## config.mk

```make
export PLATFORM = sky130hd
export DESIGN_NAME = dvs_aer_event_rx_flat
export DESIGN_NICKNAME = d
export VERILOG_FILES = /design/src/rtl/dvs_aer_event_rx_pkg.sv /design/src/rtl/dvs_aer_event_rx_if.sv /design/src/rtl/dvs_aer_event_rx_evq.sv /design/src/rtl/dvs_aer_event_rx.sv /design/src/flat_wrapper.sv
export SDC_FILE = /design/constraint.sdc
export NUM_CORES = 1
export LEC_CHECK = 0
export CAP_MARGIN = 40
export CORE_MARGIN = 2
export CORE_UTILIZATION = 45
export CTS_BUF_LIST = sky130_fd_sc_hd__clkbuf_8
export CTS_CLUSTER_DIAMETER = 150
export CTS_CLUSTER_SIZE = 20
export DETAILED_ROUTE_END_ITERATION = 8
export PLACE_DENSITY = 0.64
export SETUP_SLACK_MARGIN = 0.4
export SYNTH_ARGS = -nofsm -noshare
export SYNTH_HDL_FRONTEND = slang
export SYNTH_SLANG_ARGS = --single-unit
```

## constraint.sdc

```tcl
create_clock -name clk -period 4.5 [get_ports clk]
set_input_delay 0.675 -clock clk [delete_from_list [all_inputs] [get_ports clk]]
set_output_delay 0.675 -clock clk [all_outputs]
set_load 0.1 [all_outputs]
```

## src/rtl/dvs_aer_event_rx_pkg.sv

```systemverilog
// Shared types and constants for the DVS AER event receiver.
//  - Default address/timestamp widths and the packed event width.
//  - dvs_event_t : {ts, x, y, pol}, MSB first, exactly as written to the FIFO bus.
//  - aer_rx_state_e : camera-side handshake FSM states.
//  - sat_inc16 : saturating 16-bit increment used by the drop counter.
`timescale 1ns/1ps
package dvs_ravens_pkg;

    localparam int TIMESTAMP_US_BITS = 32;
    localparam int DVS_X_BITS        = 9;
    localparam int DVS_Y_BITS        = 9;
    localparam int EVENT_BITS        = TIMESTAMP_US_BITS + DVS_X_BITS + DVS_Y_BITS + 1;

    typedef struct packed {
        logic [TIMESTAMP_US_BITS-1:0] ts;
        logic [DVS_X_BITS-1:0]        x;
        logic [DVS_Y_BITS-1:0]        y;
        logic                         pol;
    } dvs_event_t;

    typedef enum logic [2:0] {
        ST_IDLE       = 3'd0,
        ST_SETTLE     = 3'd1,
        ST_LATCH      = 3'd2,
        ST_WAIT_SPACE = 3'd3,
        ST_ACK_HI     = 3'd4,
        ST_ACK_LO     = 3'd5
    } aer_rx_state_e;

    function automatic logic [15:0] sat_inc16(input logic [15:0] v);
        logic [15:0] r;
        if (v == 16'hFFFF) begin
            r = v;
        end else begin
            r = v + 16'd1;
        end
        return r;
    endfunction

endpackage

```

## src/rtl/dvs_aer_event_rx_if.sv

```systemverilog
// Bus bundle for the DVS AER receiver.
//  Camera side : aer, xsel, req (to receiver), ack (from receiver).
//  FIFO side   : fifo_grant (to receiver), fifo_req, fifo_wr_en, fifo_event (from receiver).
//  modport slave  : the receiver.
//  modport master : the environment (camera + FIFO arbiter).
`timescale 1ns/1ps
interface dvs_aer_event_rx_if
    import dvs_ravens_pkg::*;
#(
    parameter int AER_BITS = 10,
    parameter int EVT_W    = EVENT_BITS
);
    logic [AER_BITS-1:0] aer;
    logic                xsel;
    logic                req;
    logic                ack;
    logic                fifo_req;
    logic                fifo_grant;
    logic                fifo_wr_en;
    logic [EVT_W-1:0]    fifo_event;

    modport slave (
        input  aer, xsel, req, fifo_grant,
        output ack, fifo_req, fifo_wr_en, fifo_event
    );

    modport master (
        output aer, xsel, req, fifo_grant,
        input  ack, fifo_req, fifo_wr_en, fifo_event
    );
endinterface

```

## src/rtl/dvs_aer_event_rx_evq.sv

```systemverilog
// dvs_evq: synchronous event queue of dvs_event_t.
//  clk, rst_n : clock, async active-low reset (flushes the queue)
//  push, din  : write request and data (ignored when full)
//  pop        : read request (ignored when empty); dout is the current head
//  full/empty : derived from the registered level
//  level      : occupancy 0..DEPTH
// DEPTH must be a power of two so the pointers wrap naturally.
`timescale 1ns/1ps
module dvs_evq
    import dvs_ravens_pkg::*;
#(
    parameter int DEPTH = 8
) (
    input  logic                     clk,
    input  logic                     rst_n,
    input  logic                     push,
    input  dvs_event_t               din,
    input  logic                     pop,
    output dvs_event_t               dout,
    output logic                     full,
    output logic                     empty,
    output logic [$clog2(DEPTH):0]   level
);
    localparam int PTR_W = $clog2(DEPTH);
    localparam int LVL_W = PTR_W + 1;

    dvs_event_t        mem_r [DEPTH];
    logic [PTR_W-1:0]  wr_ptr_r;
    logic [PTR_W-1:0]  rd_ptr_r;
    logic [LVL_W-1:0]  level_r;
    logic              do_push_s;
    logic              do_pop_s;

    assign full      = (level_r == LVL_W'(DEPTH));
    assign empty     = (level_r == {LVL_W{1'b0}});
    assign level     = level_r;
    assign dout      = mem_r[rd_ptr_r];
    assign do_push_s = push && !full;
    assign do_pop_s  = pop && !empty;

    // Storage array: written at the write pointer on an accepted push.
    always_ff @(posedge clk or negedge rst_n) begin
        if (!rst_n) begin
            for (int i = 0; i < DEPTH; i++) begin
                mem_r[i] <= '0;
            end
        end else if (do_push_s) begin
            mem_r[wr_ptr_r] <= din;
        end
    end

    // Pointers and occupancy; simultaneous push and pop leave the level unchanged.
    always_ff @(posedge clk or negedge rst_n) begin
        if (!rst_n) begin
            wr_ptr_r <= {PTR_W{1'b0}};
            rd_ptr_r <= {PTR_W{1'b0}};
            level_r  <= {LVL_W{1'b0}};
        end else begin
            if (do_push_s) begin
                wr_ptr_r <= wr_ptr_r + PTR_W'(1);
            end
            if (do_pop_s) begin
                rd_ptr_r <= rd_ptr_r + PTR_W'(1);
            end
            case ({do_push_s, do_pop_s})
                2'b10:   level_r <= level_r + LVL_W'(1);
                2'b01:   level_r <= level_r - LVL_W'(1);
                default: level_r <= level_r;
            endcase
        end
    end
endmodule

```

## src/rtl/dvs_aer_event_rx.sv

```systemverilog
// dvs_aer_event_rx: DVS AER receiver.
//  Completes the 4-phase AER handshake with the camera, pairs each X word with the
//  last Y word into a timestamped event, queues events, and drains the queue onto a
//  shared FIFO bus by req/grant (at most one write every 3 clocks).
// Ports:
//  clk, rst_n  : system clock, asynchronous active-low reset
//  bus (slave) : aer/xsel/req/ack camera handshake, fifo_req/fifo_grant/fifo_wr_en/fifo_event
//  time_us     : free-running microsecond time, sampled in the push cycle
//  drop_cnt    : saturating count of X words dropped for lack of a Y word
//  evq_level   : event queue occupancy
// Optional build macro DVS_ROI_FILTER_EN: X words outside the inclusive ROI
//  (ROI_X_MIN..ROI_X_MAX, ROI_Y_MIN..ROI_Y_MAX) are acked and discarded silently.
`timescale 1ns/1ps
module dvs_aer_event_rx
    import dvs_ravens_pkg::*;
#(
    parameter int AER_BITS        = 10,
    parameter int X_BITS          = DVS_X_BITS,
    parameter int Y_BITS          = DVS_Y_BITS,
    parameter int TS_BITS         = TIMESTAMP_US_BITS,
    parameter int Y_SETTLE_CYCLES = 5,
    parameter int EVQ_DEPTH       = 8
`ifdef DVS_ROI_FILTER_EN
    ,
    parameter int ROI_X_MIN = 0,
    parameter int ROI_X_MAX = (1 << X_BITS) - 1,
    parameter int ROI_Y_MIN = 0,
    parameter int ROI_Y_MAX = (1 << Y_BITS) - 1
`endif
) (
    input  logic                        clk,
    input  logic                        rst_n,
    dvs_aer_event_rx_if.slave           bus,
    input  logic [TS_BITS-1:0]          time_us,
    output logic [15:0]                 drop_cnt,
    output logic [$clog2(EVQ_DEPTH):0]  evq_level
);
    localparam int CNT_W = $clog2(Y_SETTLE_CYCLES + 1);
    localparam logic [CNT_W-1:0] SETTLE_LOAD = CNT_W'(Y_SETTLE_CYCLES - 1);

    logic               req_meta_r;
    logic               req_s_r;
    aer_rx_state_e      state_r;
    aer_rx_state_e      state_nx_s;
    logic [CNT_W-1:0]   settle_cnt_r;
    logic [Y_BITS-1:0]  y_reg_r;
    logic               y_valid_r;
    logic [AER_BITS-1:0] aer_lat_r;
    logic [AER_BITS-1:0] aer_src_s;
    logic [15:0]        drop_cnt_r;
    logic               ack_r;
    logic               ack_nx_s;
    logic               y_load_s;
    logic               drop_s;
    logic               push_s;
    logic               roi_ok_s;
    dvs_event_t         push_data_s;
    dvs_event_t         evq_head_s;
    logic               evq_full_s;
    logic               evq_empty_s;
    logic               pop_s;
    logic               fifo_req_r;
    logic               fifo_wr_en_r;
    dvs_event_t         fifo_event_r;

    assign bus.ack        = ack_r;
    assign bus.fifo_req   = fifo_req_r;
    assign bus.fifo_wr_en = fifo_wr_en_r;
    assign bus.fifo_event = fifo_event_r;
    assign drop_cnt       = drop_cnt_r;

    // Two-flop synchroniser for the asynchronous camera request.
    always_ff @(posedge clk or negedge rst_n) begin
        if (!rst_n) begin
            req_meta_r <= 1'b0;
            req_s_r    <= 1'b0;
        end else begin
            req_meta_r <= bus.req;
            req_s_r    <= req_meta_r;
        end
    end

`ifdef DVS_ROI_FILTER_EN
    localparam logic [X_BITS-1:0] ROI_XL = X_BITS'(ROI_X_MIN);
    localparam logic [X_BITS-1:0] ROI_XH = X_BITS'(ROI_X_MAX);
    localparam logic [Y_BITS-1:0] ROI_YL = Y_BITS'(ROI_Y_MIN);
    localparam logic [Y_BITS-1:0] ROI_YH = Y_BITS'(ROI_Y_MAX);
    // Region-of-interest test on the X word being latched and the held Y.
    always_comb begin
        roi_ok_s = (bus.aer[X_BITS:1] >= ROI_XL) && (bus.aer[X_BITS:1] <= ROI_XH) &&
                   (y_reg_r >= ROI_YL) && (y_reg_r <= ROI_YH);
    end
`else
    // Without the ROI filter every paired X word is accepted.
    always_comb begin
        roi_ok_s = 1'b1;
    end
`endif

    // FSM state register.
    always_ff @(posedge clk or negedge rst_n) begin
        if (!rst_n) begin
            state_r <= ST_IDLE;
        end else begin
            state_r <= state_nx_s;
        end
    end

    // FSM next-state logic.
    always_comb begin
        state_nx_s = state_r;
        case (state_r)
            ST_IDLE: begin
                if (req_s_r) state_nx_s = ST_SETTLE;
                else         state_nx_s = ST_IDLE;
            end
            ST_SETTLE: begin
                if (settle_cnt_r == {CNT_W{1'b0}}) state_nx_s = ST_LATCH;
                else                               state_nx_s = ST_SETTLE;
            end
            ST_LATCH: begin
                // Only a pairable, in-ROI X word can be held back by a full queue.
                if (bus.xsel && y_valid_r && roi_ok_s && evq_full_s) state_nx_s = ST_WAIT_SPACE;
                else                                                 state_nx_s = ST_ACK_HI;
            end
            ST_WAIT_SPACE: begin
                if (!evq_full_s) state_nx_s = ST_ACK_HI;
                else             state_nx_s = ST_WAIT_SPACE;
            end
            ST_ACK_HI: begin
                if (!req_s_r) state_nx_s = ST_ACK_LO;
                else          state_nx_s = ST_ACK_HI;
            end
            ST_ACK_LO: state_nx_s = ST_IDLE;
            default:   state_nx_s = ST_IDLE;
        endcase
    end

    // FSM output decode: Y load, drop, push, event assembly and next ack.
    always_comb begin
        y_load_s  = 1'b0;
        drop_s    = 1'b0;
        push_s    = 1'b0;
        aer_src_s = aer_lat_r;
        case (state_r)
            ST_LATCH: begin
                aer_src_s = bus.aer;
                y_load_s  = !bus.xsel;
                drop_s    = bus.xsel && !y_valid_r;
                push_s    = bus.xsel && y_valid_r && roi_ok_s && !evq_full_s;
            end
            ST_WAIT_SPACE: begin
                push_s = !evq_full_s;
            end
            default: begin
                push_s = 1'b0;
            end
        endcase
        push_data_s.ts  = time_us;
        push_data_s.x   = aer_src_s[X_BITS:1];
        push_data_s.y   = y_reg_r;
        push_data_s.pol = aer_src_s[0];
        // ack is registered: it is high exactly while the FSM sits in ACK_HI.
        ack_nx_s = (state_nx_s == ST_ACK_HI);
    end

    // Settle counter: loaded on request detection, counts down through SETTLE.
    always_ff @(posedge clk or negedge rst_n) begin
        if (!rst_n) begin
            settle_cnt_r <= {CNT_W{1'b0}};
        end else if ((state_r == ST_IDLE) && req_s_r) begin
            settle_cnt_r <= SETTLE_LOAD;
        end else if ((state_r == ST_SETTLE) && (settle_cnt_r != {CNT_W{1'b0}})) begin
            settle_cnt_r <= settle_cnt_r - CNT_W'(1);
        end
    end

    // Y word holding register, AER capture for a stalled push, drop counter and ack.
    always_ff @(posedge clk or negedge rst_n) begin
        if (!rst_n) begin
            y_reg_r    <= {Y_BITS{1'b0}};
            y_valid_r  <= 1'b0;
            aer_lat_r  <= {AER_BITS{1'b0}};
            drop_cnt_r <= 16'd0;
            ack_r      <= 1'b0;
        end else begin
            if (y_load_s) begin
                y_reg_r   <= bus.aer[Y_BITS-1:0];
                y_valid_r <= 1'b1;
            end
            if (state_r == ST_LATCH) begin
                aer_lat_r <= bus.aer;
            end
            if (drop_s) begin
                drop_cnt_r <= sat_inc16(drop_cnt_r);
            end
            ack_r <= ack_nx_s;
        end
    end

    dvs_evq #(.DEPTH(EVQ_DEPTH)) u_evq (
        .clk   (clk),
        .rst_n (rst_n),
        .push  (push_s),
        .din   (push_data_s),
        .pop   (pop_s),
        .dout  (evq_head_s),
        .full  (evq_full_s),
        .empty (evq_empty_s),
        .level (evq_level)
    );

    assign pop_s = fifo_req_r && bus.fifo_grant;

    // FIFO-bus side: grant pops the head into the output register; fifo_req stays low
    // in the write cycle and the one after, giving at most one write every 3 clocks.
    always_ff @(posedge clk or negedge rst_n) begin
        if (!rst_n) begin
            fifo_req_r   <= 1'b0;
            fifo_wr_en_r <= 1'b0;
            fifo_event_r <= '0;
        end else begin
            fifo_req_r   <= !evq_empty_s && !pop_s && !fifo_wr_en_r;
            fifo_wr_en_r <= pop_s;
            if (pop_s) begin
                fifo_event_r <= evq_head_s;
            end
        end
    end
endmodule

```

## src/flat_wrapper.sv

```systemverilog
// flat-port wrapper written by rule: the top's interface ports become plain ports
module dvs_aer_event_rx_flat import dvs_ravens_pkg::*;
#(
    parameter int AER_BITS        = 10,
    parameter int X_BITS          = DVS_X_BITS,
    parameter int Y_BITS          = DVS_Y_BITS,
    parameter int TS_BITS         = TIMESTAMP_US_BITS,
    parameter int Y_SETTLE_CYCLES = 5,
    parameter int EVQ_DEPTH       = 8

)
  (clk, rst_n, time_us, drop_cnt, evq_level, bus_aer, bus_xsel, bus_req, bus_fifo_grant, bus_ack, bus_fifo_req, bus_fifo_wr_en, bus_fifo_event);
  dvs_aer_event_rx_if #(.AER_BITS(AER_BITS), .EVT_W(EVENT_BITS)) bus_i ();
  input  logic clk;
  input  logic rst_n;
  input  logic [TS_BITS-1:0] time_us;
  output logic [15:0] drop_cnt;
  output logic [$clog2(EVQ_DEPTH):0] evq_level;
  input wire logic [$bits(bus_i.aer)-1:0] bus_aer;
  input wire logic [$bits(bus_i.xsel)-1:0] bus_xsel;
  input wire logic [$bits(bus_i.req)-1:0] bus_req;
  input wire logic [$bits(bus_i.fifo_grant)-1:0] bus_fifo_grant;
  output wire logic [$bits(bus_i.ack)-1:0] bus_ack;
  output wire logic [$bits(bus_i.fifo_req)-1:0] bus_fifo_req;
  output wire logic [$bits(bus_i.fifo_wr_en)-1:0] bus_fifo_wr_en;
  output wire logic [$bits(bus_i.fifo_event)-1:0] bus_fifo_event;
  assign bus_i.aer = bus_aer;
  assign bus_i.xsel = bus_xsel;
  assign bus_i.req = bus_req;
  assign bus_i.fifo_grant = bus_fifo_grant;
  assign bus_ack = bus_i.ack;
  assign bus_fifo_req = bus_i.fifo_req;
  assign bus_fifo_wr_en = bus_i.fifo_wr_en;
  assign bus_fifo_event = bus_i.fifo_event;
  dvs_aer_event_rx #(.AER_BITS(AER_BITS), .X_BITS(X_BITS), .Y_BITS(Y_BITS), .TS_BITS(TS_BITS), .Y_SETTLE_CYCLES(Y_SETTLE_CYCLES), .EVQ_DEPTH(EVQ_DEPTH)) u_core (.clk(clk), .rst_n(rst_n), .bus(bus_i), .time_us(time_us), .drop_cnt(drop_cnt), .evq_level(evq_level));
endmodule
```

==> impl_metrics.ini, run 1 <==
[drt]
route.met3.wl_um = 1670
ant_nets = 0
routed.top_layer = met5
first_iter_violations = 792
route.detailed.drc = 0
vias = 12887
routed_wl_um = 48500
via_per_inst = 5.47
post_drt_wl_per_cell_um = 20.6
detail_route.first_pass.iterations = 4
met1Wirelength_um = 22000
met2_length_um = 23900

[critical_path]
start_kind = input port
worst_setup_path_end_kind = flop
critPathKind = in2reg
cp.required_ns = 5.04
critPathMaxFanout = 10
cp_data_arrival_time_ns = 3.25

[placed_design]
placed_area_um2 = 25600
place_congestion = 0.755
dp_hpwl_um = 28200
portBuffers = 120

[clock_network]
numCtsBuffers = 29
clk_path_buf_depth = 3
insertion_delay_ns = 0.65
htreeDepth = 1
clock-root-buffer = clkbuf_8
cts_tree = built
post_cts_buffers = 0
cts-resized-gates = 0
holdBufCountCts = 0
cts_sinks = 516
path_clk_slew_ns = 0.13

[floorplan]
coreArea_um2 = 49100
floorplan.initialDensity = 0.458
die_h_um = 227
die_w_um = 227
die-area_um2 = 51700
io_pins = 121
rows = 81

[finish]
fin_area_um2 = 26100
finalNetCount = 1743
area_growth_syn_to_layout_pct = 16.1
drive_above_1_share = 0.323

[timing]
fin_skew_ns = 0.0131
timing.final.hold_violations = 0
drv_slew = 0
setup_viol_count_final = 0
rsz0062_at_grt = false
maxSlewHeadroom = 0.401
tightest_slew_ns = 0.874
finalSetupTns_ns = 0
fin_crit_ns = 2.71
finalCritPeriodShare = 0.602
fmax_mhz = 369

[hold_path]
hold_class = in2async

[logic_synthesis]
syn_area_um2 = 22500
avgSynthCellArea_um2 = 14.6
synth_top_area_frac = 0.575
synth_edf_count = 0
ys_async_sr_fraction = 1.00
synth_top_area_cell = dfrtp_1
ys_top_cells_by_count = dfrtp_1, mux2_2, nor2_1
yosysMostFrequentCell = dfrtp_1
synth.distinct_cells = 48
yosys_warnings = 0
synth.area.top_cells = dfrtp_1, mux2_2, mux4_2, a21oi_1, mux2_1
syn-num-nets = 1588
ys_seq_area_frac = 0.575
synthCells = 1533
ys_seq_elements = 516
synth-main-ff-cell = dfrtp_1

[grt]
antenna_found_initial = 5
grtUsageTotal = 0.195
grt_pass1_wl_um = 78100
grt_max_degree = 95
gr-total-overflow = 0
grt_pass1_vias = 13768

[pwr]
peakVddDrop_mv = 0.510
p_per_area_nw_per_um2 = 630
power.leakage_nw = 12.0

[flow_run]
drv_cap = 0

[outcome]
outcome = completed
## sequential cells by signal, summed over array words and instances (netlist names)
register	flops
u_core.u_evq.mem_r	408
u_core.bus.fifo_event	51
u_core.drop_cnt	16
u_core.aer_lat_r	10
u_core.y_reg_r	9
u_core.u_evq.level	4
u_core.settle_cnt_r	3
u_core.state_r	3
u_core.u_evq.rd_ptr_r	3
u_core.u_evq.wr_ptr_r	3
u_core.bus.ack	1
u_core.bus.fifo_req	1
u_core.bus.fifo_wr_en	1
u_core.req_meta_r	1
u_core.req_s_r	1
u_core.y_valid_r	1
## worst max-delay path, cell delays in order
cell             delay (ns)
clkdlybuf4s50_1        0.60
a21oi_4                0.21
nor3_1                 0.46
inv_1                  0.14
ha_1                   0.29
xor2_1                 0.17
ha_1                   0.18
a21oi_1                0.15
xor2_1                 0.18
nor2_1                 0.07
xor2_1                 0.14
## power breakdown
group | internal, mW | switching, mW
Clock | 0.642 | 1.38
Sequential | 5.90 | 1.02
Combinational | 3.32 | 4.18
## kinds of logic after synthesis
family	synth area share
AOI/OAI and AO/OA	0.0349
DFF	0.575
muxes	0.302
and+or+nand+nor	0.0515
xor gates and xnor gates	0.00858
buffers and inverters	0.0236
adders and majority gates	0.00446
## placed cells by master (no fill, tap or decap), drive strengths merged, types with 4 or more instances in the layout
| cell type | instances |
|---|---|
| nand2 | 10 |
| mux4 | 102 |
| dfrtp | 516 |
| nand3b | 4 |
| or3b | 4 |
| inv | 17 |
| o21ai | 9 |
| mux2 | 343 |
| nor4b | 4 |
| a21oi | 136 |
| nor4 | 15 |
| clkdlybuf4s50 | 119 |
| buf | 103 |
| nor2b | 5 |
| mux2i | 62 |
| nor3 | 5 |
| clkbuf | 29 |
| xnor2 | 7 |
| xor2 | 15 |
| nand3 | 8 |
| nor2 | 141 |
| ha | 8 |
## area by class of cell
cell class                 instances  area (um^2)
clock buffer                      29          399
tap                              664          831
timing repair buffer             222         2790
sequential                       516        12900
clock inverter                     2         33.8
inverter                          16         60.1
fill                            4084        23000
antenna                            3         7.51
multi-input combinational        903         9020
## metal layers
layer / track usage / vias to the layer above
met3: 0.0266 / 65
met1: 0.267 / 6814
met4: 0.0424 / 6
met2: 0.333 / 176
li1: - / 5826
met5: 0 / -
## metrics by stage
stage                     instances  power (mW)  setup slack (ns)  utilization  hold slack (ns)
after CTS                      2352        16.7              1.79        0.531           0.0438
after global placement         2244        13.5              1.15        0.497            0.344
after detailed placement       2321        14.6              1.11        0.522            0.337
after global routing           2353        17.4              1.62        0.531           0.0619
after floorplan                1533        11.8              1.22            -            0.331
final                          2355        16.4              1.79        0.531           0.0536
## worst paths after layout
path / depth (start not counted) / start / slack [ns] / to
setup / recovery: 11 / bus_xsel / 1.79 / u_core.u_evq.level[2]
hold / removal: 1 / rst_n / 0.05 / u_core.u_evq.mem_r[362]
setup reg to reg: 11 / u_core.state_r[2] / 1.79 / u_core.u_evq.level[2]
hold reg to reg: 0 / u_core.req_meta_r / 0.37 / u_core.req_s_r
max in group asynchronous: 2 / rst_n / 3.41 / u_core.u_evq.mem_r[242]
min in group clk: 0 / u_core.req_meta_r / 0.37 / u_core.req_s_r
Note: power is estimated with default switching activity, not from simulation.
==> inputs of run 2 (changes only) <==
--- a/config.mk
+++ b/config.mk
@@ -12,7 +12,7 @@
 export CTS_CLUSTER_DIAMETER = 150
 export CTS_CLUSTER_SIZE = 20
 export DETAILED_ROUTE_END_ITERATION = 8
-export PLACE_DENSITY = 0.64
+export PLACE_DENSITY = 0.66
 export SETUP_SLACK_MARGIN = 0.4
 export SYNTH_ARGS = -nofsm -noshare
 export SYNTH_HDL_FRONTEND = slang
==> constraint.sdc (replaced) <==
create_clock -name clk -period 2.3 [get_ports clk]
set_input_delay 0.345 -clock clk [delete_from_list [all_inputs] [get_ports clk]]
set_output_delay 0.345 -clock clk [all_outputs]
set_load 0.1 [all_outputs]
==> impl_metrics.ini, run 2 (synthesis results as in run 1) <==
[critical_path]
critPathBufInv = 3
cpMostUsedCell = buf_6
critPathKind = reg2reg
r2r_end = u_core.u_evq.mem_r[177]
cp.required_ns = 2.86
reg2reg_from = u_core.u_evq.wr_ptr_r[1]
reg2regPathDepth = 6
cp_top_family = simple AND/OR/NAND/NOR gates
worst_setup_path_end_kind = flop
crit_chain = buf_6 -> or3b_4 -> nor4_4 -> buf_6 -> clkbuf_16 -> mux2_4
start_kind = flop
slowest_delay_ns = 0.45
slowest_stage = dfrtp_2
critPathMaxFanout = 7
cp_data_arrival_time_ns = 2.78
reg2reg_slack_ns = 0.08

[grt]
gr-total-overflow = 0
grt_pass1_wl_um = 87500
grt_pass1_vias = 14510
grt_max_degree = 68
grtUsageTotal = 0.219
antenna_found_initial = 2

[drt]
first_iter_violations = 889
detail_route.first_pass.iterations = 5
route.detailed.drc = 0
post_drt_wl_per_cell_um = 23.2
routed_wl_um = 58600
via_per_inst = 5.57
ant_nets = 0
vias = 14054

[clock_network]
clk_path_buf_depth = 3
cts_sinks = 516
path_clk_slew_ns = 0.14
numCtsBuffers = 29
cts_tree = built
insertion_delay_ns = 0.68
clock-root-buffer = clkbuf_8
htreeDepth = 1

[hold_path]
holdCritStartpoint = bus_req
hold_class = in2reg
min_delay_worst_endpoint = u_core.req_meta_r
hold_depth = 1

[timing]
timing.final.hold_violations = 0
fin_skew_ns = 0.0235
tightest_slew_ns = 0.688
setup_viol_count_final = 0
hold_ws_ns = 0.125
drv_slew = 0
rsz0062_at_grt = true
finalCritPeriodShare = 0.965
fin_crit_ns = 2.22
fmax_mhz = 450
maxSlewHeadroom = 0.541

[outcome]
outcome = completed

[finish]
final_cell_mix = dfrtp_1, mux2_4, buf_4
largest_reg_flops = 408
final_common_cell = dfrtp_1
drive_above_1_share = 0.561
area_growth_syn_to_layout_pct = 35.6
top_register = u_core.u_evq.mem_r
fin_area_um2 = 30500
finalNetCount = 1912
final.fill_count = 3580

[pwr]
p_per_area_nw_per_um2 = 1130
power.leakage_nw = 13.6
peakVddDrop_mv = 1.13
power.total_mw = 34.4

[floorplan]
die_h_um = 227
io_pins = 121
floorplan.initialDensity = 0.458
rows = 81
coreArea_um2 = 49100
die-area_um2 = 51700
die_w_um = 227

[placed_design]
portBuffers = 120
placed_area_um2 = 27300
dp_hpwl_um = 34700
place_congestion = 0.747

[flow_run]
drv_cap = 0
run 2: changes by cell type in the layout (fill, tap and decap cells not counted), sizes merged:
cell	delta
buf	+225
diode	-2
dlygate4sd3	+1
clkdlybuf4s50	-74
inv	+3
clkbuf	+17
run 2: layout make-up:
cell class / instances / area (um^2) / share of cell area
Clock inverter: 5 / 45.0 / 0.00148
Antenna cell: 1 / 2.50 / 0.0000822
Sequential cell: 516 / 13000 / 0.426
Timing Repair Buffer: 391 / 5020 / 0.165
Multi-Input combinational cell: 903 / 11100 / 0.365
Inverter: 16 / 60.1 / 0.00197
Clock buffer: 29 / 399 / 0.0131
Tap cell: 664 / 831 / 0.0273
run 2: worst register-to-register path, stage by stage, from the launching register on:
cell and delay, ns:
dfrtp_2 0.45, buf_6 0.12, or3b_4 0.41, nor4_4 0.37, buf_6 0.26, clkbuf_16 0.19
mux2_4 0.30
run 2: metrics by stage:
stage / instances / util / worst slack (ns) / TNS, ns
finish: 2525 / 0.621 / 0.0796 / 0
detailed placement: 2361 / 0.556 / -0.178 / -14.32
global route: 2525 / 0.621 / 0.0173 / 0
CTS: 2465 / 0.590 / 0.169 / 0
global placement: 2361 / 0.556 / -0.142 / -7.20
floorplan: 1533 / - / -0.129 / -0.186
run 2: how the worst max path moves through the flow:
| stage | slack (ns) | end | depth (start not counted) | from |
|---|---|---|---|---|
| final | 0.08 | u_core.u_evq.mem_r[177] | 6 | u_core.u_evq.wr_ptr_r[1] |
| after global routing | 0.02 | u_core.u_evq.level[2] | 10 | u_core.u_evq.level[2] |
| after CTS | 0.17 | u_core.u_evq.level[2] | 10 | u_core.u_evq.level[2] |
| after detailed placement | -0.18 | u_core.u_evq.level[2] | 11 | bus_xsel |
| after global placement | -0.14 | u_core.u_evq.level[2] | 11 | bus_xsel |
| after floorplan | -0.13 | u_core.u_evq.level[2] | 12 | u_core.u_evq.level[1] |
run 2: where the power goes:
part	total [mW]	internal (mW)	switching [mW]
Combinational	16.8	7.45	9.34
Clock	4.06	1.26	2.80
Sequential	13.6	11.6	1.96
Total	34.4	20.3	14.1
run 2: repair_timing:
| action | CTS | global route |
|---|---|---|
| setup endpoints to repair | 411 | 426 |
| pin swaps | 10 | 9 |
| gates resized for setup | 80 | 193 |
| cloned | 14 | 17 |
| hold buffers | 1 | 0 |
| endpoints found under the hold margin | 48 | 0 |
| buffers inserted | 55 | 42 |
run 2: per-layer routing:
metal  routed length [um]  part of all wire  GRT usage  vias to the layer above
met5                   13           0.00022          0                        -
li1                     -                 -          -                     6160
met1                26600              0.45      0.320                     7529
met2                28700              0.49      0.359                      287
met3                 2120             0.036     0.0244                       76
met4                 1160             0.020     0.0380                        2
==> inputs of run 3 (changes only) <==
--- a/config.mk
+++ b/config.mk
@@ -6,14 +6,18 @@
 export NUM_CORES = 1
 export LEC_CHECK = 0
 export CAP_MARGIN = 40
+export CELL_PAD_IN_SITES_DETAIL_PLACEMENT = 1
+export CELL_PAD_IN_SITES_GLOBAL_PLACEMENT = 2
 export CORE_MARGIN = 2
-export CORE_UTILIZATION = 45
+export CORE_UTILIZATION = 41
 export CTS_BUF_LIST = sky130_fd_sc_hd__clkbuf_8
 export CTS_CLUSTER_DIAMETER = 150
 export CTS_CLUSTER_SIZE = 20
 export DETAILED_ROUTE_END_ITERATION = 8
-export PLACE_DENSITY = 0.66
+export PLACE_DENSITY = 0.79
 export SETUP_SLACK_MARGIN = 0.4
+export SKIP_CTS_REPAIR_TIMING = 1
+export SKIP_LAST_GASP = 1
 export SYNTH_ARGS = -nofsm -noshare
 export SYNTH_HDL_FRONTEND = slang
 export SYNTH_SLANG_ARGS = --single-unit
==> impl_metrics.ini, run 3 (synthesis results as in run 1) <==
[outcome]
outcome = completed

[pwr]
internal_power_mw = 19.2
clkPwrFrac = 0.124
p_sw_mw = 13.6
power.leakage_nw = 12.5
p_per_area_nw_per_um2 = 1180
power_frac_comb = 0.468
power_frac_seq = 0.408
power.total_mw = 32.9
switching_share = 0.415
peakVddDrop_mv = 0.981

[clock_network]
clock-root-buffer = clkbuf_8
path_clk_slew_ns = 0.14
cts_tree = built
htreeDepth = 1
clk_path_buf_depth = 3
numCtsBuffers = 29
insertion_delay_ns = 0.68
cts_sinks = 516

[grt]
grtUsageTotal = 0.199
antenna_found_initial = 1
gr-total-overflow = 0
grt_pass1_wl_um = 88800
grt_max_degree = 104
grt_pass1_vias = 14685

[timing]
finalCritPeriodShare = 0.926
tightest_slew_ns = 0.501
fin_skew_ns = 0.0393
fmax_mhz = 469
setup_viol_count_final = 0
fin_crit_ns = 2.13
maxSlewHeadroom = 0.666
rsz0062_at_grt = true
layout_setup_ws_ns = 0.169
timing.final.hold_violations = 0
drv_slew = 0

[placed_design]
portBuffers = 120
dp_hpwl_um = 36600
dp_slack_ns = -0.167
place_congestion = 0.737

[finish]
diodes = 0
final_common_cell = dfrtp_1
drive_above_1_share = 0.488
finalNetCount = 1780
largest_reg_flops = 408
final_cell_mix = dfrtp_1, mux2_4, buf_4
top_register = u_core.u_evq.mem_r
area_growth_syn_to_layout_pct = 23.7
final.fill_count = 5169

[drt]
via_per_inst = 5.44
detail_route.first_pass.iterations = 4
routed_wl_um = 55500
ant_nets = 0
vias = 13185
first_iter_violations = 637
route.detailed.drc = 0
post_drt_wl_per_cell_um = 22.9

[floorplan]
die-area_um2 = 56700
die_w_um = 238
floorplan.initialDensity = 0.416
coreArea_um2 = 54000
io_pins = 121
rows = 85
die_h_um = 238

[critical_path]
start_kind = flop
critPathKind = reg2reg
cp.required_ns = 2.91
cp_data_arrival_time_ns = 2.74
reg2regPathDepth = 10
worst_setup_path_end_kind = flop
critPathMaxFanout = 5

[hold_path]
hold_depth = 1
hold_class = in2reg

[flow_run]
drv_cap = 0
-- run 3: final cells by class --
type / instances / area [um^2] / share of cell area
tap: 696 / 871 / 0.0314
clock inverter: 5 / 45.0 / 0.00162
clock buffer: 29 / 399 / 0.0144
sequential: 516 / 13000 / 0.468
timing repair buffer: 259 / 2720 / 0.0980
inverter: 16 / 60.1 / 0.00216
multi-input combinational: 903 / 10700 / 0.385
-- run 3: worst max-delay path, stage by stage, from the launching register on --
cell and delay, ns:
dfrtp_4 0.54, nor4b_4 0.40, nor3_4 0.07, inv_2 0.09, ha_4 0.15, xor2_2 0.13
ha_2 0.19, a21oi_2 0.04, xor2_1 0.16, nor2_1 0.15, xor2_1 0.15
-- run 3: path summary, 6_finish.rpt --
path / from / end / slack [ns]
setup / recovery: u_core.u_evq.level[1] / u_core.u_evq.level[2] / 0.17
hold / removal: bus_req / u_core.req_meta_r / 0.11
setup reg to reg: u_core.u_evq.level[1] / u_core.u_evq.level[2] / 0.17
hold reg to reg: u_core.req_meta_r / u_core.req_s_r / 0.35
max in group asynchronous: rst_n / u_core.u_evq.mem_r[141] / 1.34
min in group asynchronous: rst_n / u_core.u_evq.mem_r[213] / 0.14
-- run 3: power groups by stage --
| stage | clock network [mW] | logic [mW] | registers, mW |
|---|---|---|---|
| after floorplan | 0 | 7.80 | 16.8 |
| after global placement | 0 | 14.8 | 13.6 |
| after detailed placement | 0 | 15.1 | 13.7 |
| after CTS | 4.28 | 15.1 | 13.5 |
| after global routing | 4.55 | 16.4 | 13.7 |
| final | 4.07 | 15.4 | 13.4 |
-- run 3: metrics by stage --
step           utilization  cell area [um^2]  setup TNS (ns)  std cells  hold WS [ns]
6_report             0.514             27800               0       2424         0.108
2_1_floorplan            -             24400          -0.186       1533        0.0494
4_1_cts              0.510             27600               0       2409        -0.503
5_1_grt              0.514             27800               0       2424        0.0695
3_5_place_dp         0.502             27100          -31.43       2375         0.261
3_3_place_gp         0.502             27100          -28.32       2375         0.253
-- run 3: per-layer routing --
layer / up-vias / GRT usage / wire [um]
met4: 2 / 0.0271 / 707
met2: 142 / 0.340 / 27600
met3: 46 / 0.0215 / 1480
li1: 5879 / - / -
met5: - / 0 / 13
met1: 7116 / 0.283 / 25700
